`config.mk`:
```
export PLATFORM = sky130hd
export DESIGN_NAME = serial_word_deserializer
export DESIGN_NICKNAME = d
export VERILOG_FILES = /design/src/rtl/serial_word_deserializer.sv
export SDC_FILE = /design/constraint.sdc
export NUM_CORES = 1
export LEC_CHECK = 0
export CAP_MARGIN = 10
export CELL_PAD_IN_SITES_DETAIL_PLACEMENT = 1
export CELL_PAD_IN_SITES_GLOBAL_PLACEMENT = 1
export CORE_UTILIZATION = 33
export DETAILED_ROUTE_END_ITERATION = 8
export HOLD_SLACK_MARGIN = 0.15
export PLACE_DENSITY = 0.83
export SYNTH_ARGS = -nofsm -noshare
export SYNTH_HDL_FRONTEND = slang
export SYNTH_SLANG_ARGS = --single-unit
export TNS_END_PERCENT = 30
```
`constraint.sdc`:
```
create_clock -name clk -period 1.2 [get_ports clk]
set_input_delay 0.24 -clock clk [delete_from_list [all_inputs] [get_ports clk]]
set_output_delay 0.24 -clock clk [all_outputs]
set_load 0.05 [all_outputs]
```
`src/rtl/serial_word_deserializer.sv`:
```
// serial_word_deserializer
// Receive end of the shift-register serial link. Rebuilds WIDTH-bit words
// from an MSB-first (PISO-L) or LSB-first (PISO-R) bitstream that is framed
// by frame_start and qualified per bit by sin_valid. The word is held in a
// one-entry output register with a valid/ready handshake. Overrun and
// framing errors are reported as one-cycle pulses.
//
// Optional feature: define PARITY_CHECK_EN to expect one parity bit after
// the WIDTH data bits (even parity, or odd parity with ODD_PARITY=1).
// Without the macro parity_err is tied to 0 and ODD_PARITY is ignored.
module serial_word_deserializer #(
  parameter int WIDTH      = 4,
  parameter bit ODD_PARITY = 1'b0
) (
  input  logic             clk,
  input  logic             reset,
  input  logic             sin,
  input  logic             sin_valid,
  input  logic             frame_start,
  input  logic             msb_first,
  output logic [WIDTH-1:0] dout,
  output logic             dout_valid,
  input  logic             dout_ready,
  output logic             overrun,
  output logic             framing_err,
  output logic             parity_err
);

  localparam int CW = $clog2(WIDTH + 1);
  localparam logic [CW-1:0] LAST_BIT = CW'(WIDTH - 1);

`ifdef PARITY_CHECK_EN
  typedef enum logic [1:0] {IDLE, SHIFT, PARITY} state_t;
`else
  typedef enum logic [0:0] {IDLE, SHIFT} state_t;
`endif

  state_t            state;
  logic [CW-1:0]     count;
  logic [WIDTH-1:0]  shreg;
  logic              dir;         // latched msb_first of the current frame
  logic [WIDTH-1:0]  first_word;  // shift register contents after bit 0
  logic [WIDTH-1:0]  next_word;   // shift register contents after this bit
  logic              can_load;    // output register free this cycle

  // Shift-register next values and output-register availability.
  always_comb begin
    first_word = msb_first ? {{(WIDTH-1){1'b0}}, sin} : {sin, {(WIDTH-1){1'b0}}};
    next_word  = dir ? {shreg[WIDTH-2:0], sin} : {sin, shreg[WIDTH-1:1]};
    can_load   = !dout_valid || dout_ready;
  end

  // Framing FSM, shift register, output register and error pulses.
  // NOTE: all state here uses non-blocking assignments; a later assignment to
  // the same register in this block (e.g. loading dout_valid after clearing
  // it on acceptance) intentionally overrides the earlier one.
  always_ff @(posedge clk) begin
    if (reset) begin
      state       <= IDLE;
      count       <= '0;
      shreg       <= '0;
      dir         <= 1'b1;
      dout        <= '0;
      dout_valid  <= 1'b0;
      overrun     <= 1'b0;
      framing_err <= 1'b0;
`ifdef PARITY_CHECK_EN
      parity_err  <= 1'b0;
`endif
    end else begin
      overrun     <= 1'b0;
      framing_err <= 1'b0;
`ifdef PARITY_CHECK_EN
      parity_err  <= 1'b0;
`endif
      if (dout_valid && dout_ready)
        dout_valid <= 1'b0;

      if (sin_valid) begin
        if (frame_start) begin
          // A start strobe always begins a new word; mid-word it is an error.
          if (state != IDLE)
            framing_err <= 1'b1;
          dir   <= msb_first;
          shreg <= first_word;
          count <= CW'(1);
          state <= SHIFT;
        end else begin
          case (state)
            IDLE: begin
              // Unframed bits are ignored.
            end
            SHIFT: begin
              shreg <= next_word;
              if (count == LAST_BIT) begin
                count <= '0;
`ifdef PARITY_CHECK_EN
                state <= PARITY;
`else
                state <= IDLE;
                if (can_load) begin
                  dout       <= next_word;
                  dout_valid <= 1'b1;
                end else begin
                  overrun <= 1'b1;
                end
`endif
              end else begin
                count <= count + CW'(1);
              end
            end
`ifdef PARITY_CHECK_EN
            PARITY: begin
              state <= IDLE;
              if ((^shreg ^ sin) == ODD_PARITY) begin
                if (can_load) begin
                  dout       <= shreg;
                  dout_valid <= 1'b1;
                end else begin
                  overrun <= 1'b1;
                end
              end else begin
                parity_err <= 1'b1;
              end
            end
`endif
            default: state <= IDLE;
          endcase
        end
      end
    end
  end

`ifndef PARITY_CHECK_EN
  assign parity_err = 1'b0;
`endif

endmodule

```
==> results of run 1 <==
## registers in the layout (all words and copies together), names as in the netlist
name         cells
framing_err      1
dout_valid       1
shreg            4
count            3
state            1
dout             4
overrun          1
dir              1
## worst min-delay path by stage
stage / endpoint / slack [ns] / cells after the start
4_1_cts: count[2] / 0.46 / 1
5_1_grt: count[2] / 0.47 / 1
3_5_place_dp: count[2] / 0.45 / 1
2_1_floorplan: dir / 0.39 / 2
3_3_place_gp: count[2] / 0.43 / 1
6_report: count[2] / 0.45 / 1
## per-layer routing
metal  share of wire  vias up  wire, um  track usage
met3           0.038        4        77      0.04321
met1            0.41      328       819       0.1966
met4           0.018        0        37      0.08571
met5               0        -         0            0
met2            0.53       20      1073       0.3288
li1                -      326         -            -
## cells by family (layout without fill, tap and decap cells)
logic type               count (synthesis)  count (layout)
AND/OR/NAND/NOR                         29              29
buffers and inverters                    7              33
adder cells (fa/ha/maj)                  1               1
AO/OA/AOI/OAI                           14              14
flip-flops                              16              16
other                                    1               1
multiplexers                             9               9
## cell type report
cell class | instances | area share
multi-input cells | 54 | 0.3746
well taps | 27 | 0.02983
flip-flops and latches | 16 | 0.2895
inverters | 3 | 0.009945
clock buffers | 4 | 0.03204
repair buffers | 26 | 0.2641
## placed cells by master, fill, tap and decap left out, types with 2 or more instances in the layout
cell,count
o21ai_0,2
clkdlybuf4s50_1,4
inv_1,2
nand3_1,3
buf_12,7
clkbuf_4,3
a21oi_1,4
nor3b_1,2
mux2i_1,3
nand2_1,9
dfxtp_2,3
dfxtp_1,12
buf_4,12
mux2_2,4
nor2_1,4
nor2b_1,2
dlygate4sd2_1,2
## power groups by stage
stage / clock [mW] / sequential (mW) / combinational [mW]
after floorplan: 0 / 0.562 / 0.0725
after global placement: 0 / 0.564 / 0.136
after detailed placement: 0 / 0.565 / 0.144
after CTS: 0.356 / 0.556 / 0.145
after global routing: 0.378 / 0.558 / 0.159
final: 0.346 / 0.557 / 0.147
## per-stage QoR
step / total power [mW] / cells / hold WS (ns)
after floorplan: 0.6345 / 77 / 0.3877
after global placement: 0.7000 / 126 / 0.4330
after detailed placement: 0.7090 / 126 / 0.4455
after CTS: 1.057 / 130 / 0.4589
after global routing: 1.094 / 130 / 0.4736
final: 1.050 / 130 / 0.4540
## what timing repair did
item                       CTS  global route
hold endpoints to repair     0             0
setup endpoints to repair   10             7
pin swaps                    0             0
resized for setup            6             5
## critical path, stage by stage, from the launching register on
cell and delay (ns):
dfxtp_2 0.37, ha_4 0.16, nand2b_4 0.06, nand3b_4 0.16, mux2_4 0.30
==> out/qor.yml, run 1 <==
status: "completed"
hpwl_um: 1561
avgSynthCellArea_um2: 9.717
rows: 16
crit_fanout: 3
dpl_cell_area_um2: 1065
skew_ns: 0.0005254
yosys-top-cells-area: "dfxtp_1, mux2_2, mux2i_1"
peakVddDrop_uv: 678.1
postCtsSetupRepairBufs: 0
grt_pass1_vias: 730
cp.required_ns: 1.38
yosys_warnings: 0
p_per_area_nw_per_um2: 927.5
worst-r2r-cell-count: 4
synth_simple_gate_area_frac: 0.2492
setup_viol: 0
synthFlopType: "dfxtp_1"
drive_gt1_frac: 0.4175
die_w_um: 49.62
cts_buffers: 3
die_area_um2: 2462
yosysTopAreaCellShare: 0.4281
fp.dieH_um: 49.62
antenna_found_initial: 0
yosysTopAreaCell: "dfxtp_1"
fin_area_um2: 1132
rrSetupSlack_ns: 0.05
grt_max_degree: 10
holdBufCountCts: 0
cts.sinks: 16
drtAntennaViolNets: 0
initial_utilization: 0.3664
yosysMostFrequentCell: "dfxtp_1"
regArea_um2: 327.8
synth_edf_count: 0
root_buffer: "clkbuf_4"
gp_congestion: 0.7183
fmax_mhz: 869.3
comb_power_share: 0.140
timing.rr.end: "dout[2]"
cts_buffer_depth: 2
clk_latency_ns: 0.28
wl_per_cell_um: 15.44
diodes: 0
first_iter_violations: 7
first_pass_iters: 4
seq_power_share: 0.530
io_pins: 15
setup_tns_ns: 0
crit_type: "reg -> reg"
drv_slew: 0
fillCellCount: 245
utilization: 0.5545
switching_share: 0.2377
p_switching_mw: 0.2497
multi_input_area_um2: 424.2
clockPowerShare: 0.330
ys_ff_latch: 16
synth.area.mux_share: 0.1338
synth-compound-area-share: 0.1237
grt-ovfl-total: 0
synthAdderAreaFrac: 0.01672
synth_seq_area_share: 0.4281
final_hold_viol_count: 0
drc: 0
ys_types: 35
synthesis.nets: 85
timing.final.ws_setup_ns: 0.04967
clk_pin_slew_worst_paths_ns: 0.09
port_buffers: 13
layout.nets: 112
fin_crit_sh: 0.9586
synth_area_um2: 748.2
grt_pass1_wl_um: 3318
hp-class: "reg -> reg"
wl_um: 2007
crit_path_start: "count[0]"
tritoncts: "built"
yosys-top-cells-count: "dfxtp_1, nand2_1"
area_growth_pct: 51.34
core_um2: 2042
maxCapViolCount: 0
async_flop_share: 0
start_kind: "flip-flop"
crit_end: "dout[2]"
fin_crit_ns: 1.150
place_ws_ns: -0.4141
viasPerCell: 5.215
synthCells: 77
power.internal_mw: 0.8005
h-tree-depth: 1
end_kind: "flip-flop"
routed-via-count: 678
worstHoldStart: "count[2]"
synth_top_family_by_area: "simple AND/OR/NAND/NOR gates"
rr_startpoint: "count[0]"
p_leak_nw: 0.4706
crit_arrival_ns: 1.33
track_usage: 0.1821
synth-xor-area-share: 0
No activity file was read; power rests on OpenSTA's default activity.
==> run 2, diff against run 1 <==
Settings changed: SETUP_SLACK_MARGIN set to 0.5.
==> out/qor.yml, run 2 (same netlist as run 1, synthesis figures left out) <==
cp.depth: 3
skew_ns: 0.001093
layout_common_cells: "buf_4, dfxtp_1, nand2_1, buf_12"
hold_depth: 3
worst-r2r-cell-count: 3
cp_cell_sequence: "or2b_4 > nand3b_4 > mux2_4"
path_buf_inv: 0
area_growth_pct: 54.68
path_delay_family: "simple AND/OR/NAND/NOR gates"
crit_type: "reg -> reg"
die_w_um: 49.62
fillCellCount: 248
layout_commonest_cell: "buf_4"
p_switching_mw: 0.2565
fmax_mhz: 860.8
slowest_stage: "dfxtp_4"
io_pins: 15
drive_gt1_frac: 0.4381
port_buffers: 13
grtUsageMet2: 0.3559
cts_buffers: 3
cts_buffer_depth: 2
clk_latency_ns: 0.28
cp.required_ns: 1.38
grtUsageMet1: 0.2180
comb_power_share: 0.153
hold_slack_ns: 0.3887
crit_fanout: 3
cts.sinks: 16
grt-ovfl-total: 0
gr-usage-met3: 0.03704
gr-max-usage-layer: "met2"
holdBufCountCts: 0
antenna_found_initial: 0
grt_max_degree: 10
track_usage: 0.1972
hpwl_um: 1678
clockPowerShare: 0.291
wl_um: 2176
grt_pass1_vias: 740
reg_top3: "dout x4, shreg x4, count x3"
routed-via-count: 695
clk_pin_slew_worst_paths_ns: 0.09
grt_pass1_wl_um: 3588
power.internal_mw: 0.7503
fp.dieH_um: 49.62
switching_share: 0.2548
diodes: 0
drtAntennaViolNets: 0
first_pass_iters: 4
setup_viol: 0
viasPerCell: 5.265
tritoncts: "built"
hp-class: "in -> reg"
start_kind: "flip-flop"
drc: 0
layout.nets: 114
core_um2: 2042
status: "completed"
p_per_area_nw_per_um2: 869.9
fin_crit_sh: 0.9681
initial_utilization: 0.3664
h-tree-depth: 1
drv_slew: 0
critPathMaxStageDelay_ns: 0.37
p_leak_nw: 0.4791
end_kind: "flip-flop"
first_iter_violations: 3
seq_power_share: 0.556
peakVddDrop_uv: 650.3
root_buffer: "clkbuf_4"
total_power_mw: 1.007
wl_per_cell_um: 16.48
final_hold_viol_count: 0
fin_crit_ns: 1.162
crit_arrival_ns: 1.34
die_area_um2: 2462
rsz0062_at_grt: "yes"
rows: 16
maxCapViolCount: 0
gp_congestion: 0.7695
## run 2: final cells by class
cell class                      count  area, um2  area share
Clock buffer                        4      26.28     0.02270
Inverter                            3      11.26    0.009730
Multi-Input combinational cell     54      439.2      0.3795
Sequential cell                    16      334.1      0.2886
Tap cell                           27      33.78     0.02919
Timing Repair Buffer               28      312.8      0.2703
## run 2: stage by stage
step	TNS, ns	setup WS (ns)	area (um2)	std cells	utilization
after global routing	-0.01562	-0.01562	1157	132	0.5668
after global placement	-4.015	-0.3640	1092	127	0.5349
after CTS	0	0.02683	1125	131	0.5509
after floorplan	-0.04140	-0.04140	774.5	77	-
final	0	0.03828	1157	132	0.5668
after detailed placement	-4.769	-0.4199	1092	127	0.5349
## run 2: worst paths after layout
| check | from | endpoint | slack, ns |
|---|---|---|---|
| hold / removal | msb_first | dir | 0.39 |
| setup / recovery | dout_valid | dout[2] | 0.04 |
| hold reg to reg | count[2] | count[2] | 0.46 |
| setup reg to reg | dout_valid | dout[2] | 0.04 |
## run 2: worst min-delay path: stages
cell,delay [ns]
dlygate4sd2_1,0.24
nand3_1,0.08
nand3_1,0.08
## run 2: power groups by stage
| stage | Sequential (mW) | Combinational, mW | Clock (mW) |
|---|---|---|---|
| floorplan | 0.564 | 0.0735 | 0 |
| global placement | 0.568 | 0.138 | 0 |
| detailed placement | 0.571 | 0.145 | 0 |
| CTS | 0.560 | 0.144 | 0.304 |
| global route | 0.562 | 0.169 | 0.338 |
| finish | 0.560 | 0.154 | 0.293 |
## run 2: what timing repair did
action                                 CTS  global route
resized for setup                        6             7
endpoints found under the hold margin    0             0
setup buffers                            0             1
setup endpoints to repair               23            23
pin swaps                                0             3
## run 2: per-layer routing
layer | wire [um] | share of wire
met3 | 63 | 0.029
met5 | 0 | 0
met4 | 46 | 0.021
met1 | 945 | 0.43
met2 | 1121 | 0.52
==> run 3, diff against run 2 <==
Settings changed: CORE_UTILIZATION 33 to 40, PLACE_DENSITY 0.83 to 0.93, SLEW_MARGIN set to 20.
Clock period 1.2 ns to 1.4 ns, I/O delays scaled along.
==> out/qor.yml, run 3 (same netlist as run 1, synthesis figures left out) <==
status: "completed"
die_w_um: 45.25
holdBufCountCts: 0
wl_per_cell_um: 20.87
drive_gt1_frac: 0.4804
peakVddDrop_uv: 568.4
clk_latency_ns: 0.28
h-tree-depth: 1
reg_top3: "dout x4, shreg x4, count x3"
first_pass_iters: 4
final_hold_viol_count: 0
grt_pass1_vias: 788
multi_input_area_um2: 451.7
utilization: 0.6624
cts_buffer_depth: 2
track_usage: 0.2856
p_per_area_nw_per_um2: 790.7
layout.nets: 111
cts_buffers: 3
grt_max_degree: 11
skew_ns: 0.006801
fin_cells: 127
area_growth_pct: 54.52
wl_um: 2650
p_switching_mw: 0.2357
setup_viol: 0
placedCellCount: 118
hold_depth: 1
start_kind: "flip-flop"
hold_slack_ns: 0.4627
routed-via-count: 733
rr_startpoint: "dir"
viasPerCell: 5.772
root_buffer: "clkbuf_4"
die_area_um2: 2048
rsz0062_at_grt: "yes"
crit_fanout: 7
layout_common_cells: "dfxtp_1, buf_4, nand2_1, buf_12"
fmax_mhz: 840.6
crit_type: "reg -> reg"
rows: 15
hp-class: "reg -> reg"
regArea_um2: 331.6
comb_power_share: 0.135
switching_share: 0.2578
tritoncts: "built"
fin_crit_sh: 0.8497
port_buffers: 13
setup_tns_ns: 0
drv_slew: 0
holdPathEnd: "count[2]"
grt_pass1_wl_um: 4002
p_leak_nw: 0.4734
hpwl_um: 1677
power.internal_mw: 0.6785
crit_arrival_ns: 1.36
gp_congestion: 0.7642
drtAntennaViolNets: 0
worst-r2r-cell-count: 3
cp.required_ns: 1.57
core_um2: 1745
initial_utilization: 0.4287
clockPowerShare: 0.337
clk_pin_slew_worst_paths_ns: 0.10
worstHoldStart: "count[2]"
grt-ovfl-total: 0
total_power_mw: 0.9142
fin_crit_ns: 1.190
drc: 0
fp.dieH_um: 45.25
io_pins: 15
end_kind: "flip-flop"
timing.rr.end: "shreg[1]"
seq_power_share: 0.528
rrSetupSlack_ns: 0.21
diodes: 0
antenna_found_initial: 0
maxCapViolCount: 0
fillCellCount: 186
first_iter_violations: 22
cts.sinks: 16
## run 3: how the worst max path moves through the flow
stage | slack, ns | cells after the start | to | startpoint
final | 0.21 | 3 | shreg[1] | dir
after global routing | 0.17 | 3 | framing_err | reset
after CTS | 0.23 | 5 | dout[0] | dout_ready
after detailed placement | -0.38 | 4 | shreg[3] | frame_start
after global placement | -0.23 | 4 | dout[2] | frame_start
after floorplan | 0.16 | 3 | dout[2] | dout_valid
## run 3: per-layer routing
| metal | track usage | part of all wire |
|---|---|---|
| met5 | 0 | 0 |
| met4 | 0.1091 | 0.046 |
| met3 | 0.07200 | 0.050 |
| met2 | 0.5188 | 0.52 |
| met1 | 0.3153 | 0.38 |
## run 3: cell type report
| cell class | count | area share |
|---|---|---|
| Multi-Input combinational cell | 54 | 0.3907 |
| Tap cell | 25 | 0.02706 |
| Timing Repair Buffer | 25 | 0.2532 |
| Clock buffer | 4 | 0.03139 |
| Inverter | 3 | 0.01082 |
| Sequential cell | 16 | 0.2868 |
## run 3: stage by stage
stage	cell area [um2]	setup WS [ns]
after floorplan	754.5	0.1586
after global placement	1017	-0.2269
after detailed placement	1017	-0.3780
after CTS	1116	0.2319
after global routing	1156	0.1687
final	1156	0.2104
## run 3: worst max-delay path, stage by stage (launching register included)
cell,delay [ns]
dfxtp_4,0.42
mux2_2,0.37
a22oi_1,0.22
nor2_1,0.07
## run 3: what timing repair did
item / in CTS / in global routing
setup buffers: 3 / 2
setup endpoints to repair: 23 / 23
gates resized for setup: 18 / 5
pin swaps: 3 / 2
## run 3: power by group through the flow
stage | registers [mW] | clock network, mW | logic, mW
2_1_floorplan | 0.482 | 0 | 0.0622
3_3_place_gp | 0.486 | 0 | 0.0970
3_5_place_dp | 0.487 | 0 | 0.105
4_1_cts | 0.481 | 0.317 | 0.116
5_1_grt | 0.484 | 0.339 | 0.129
6_report | 0.483 | 0.308 | 0.124
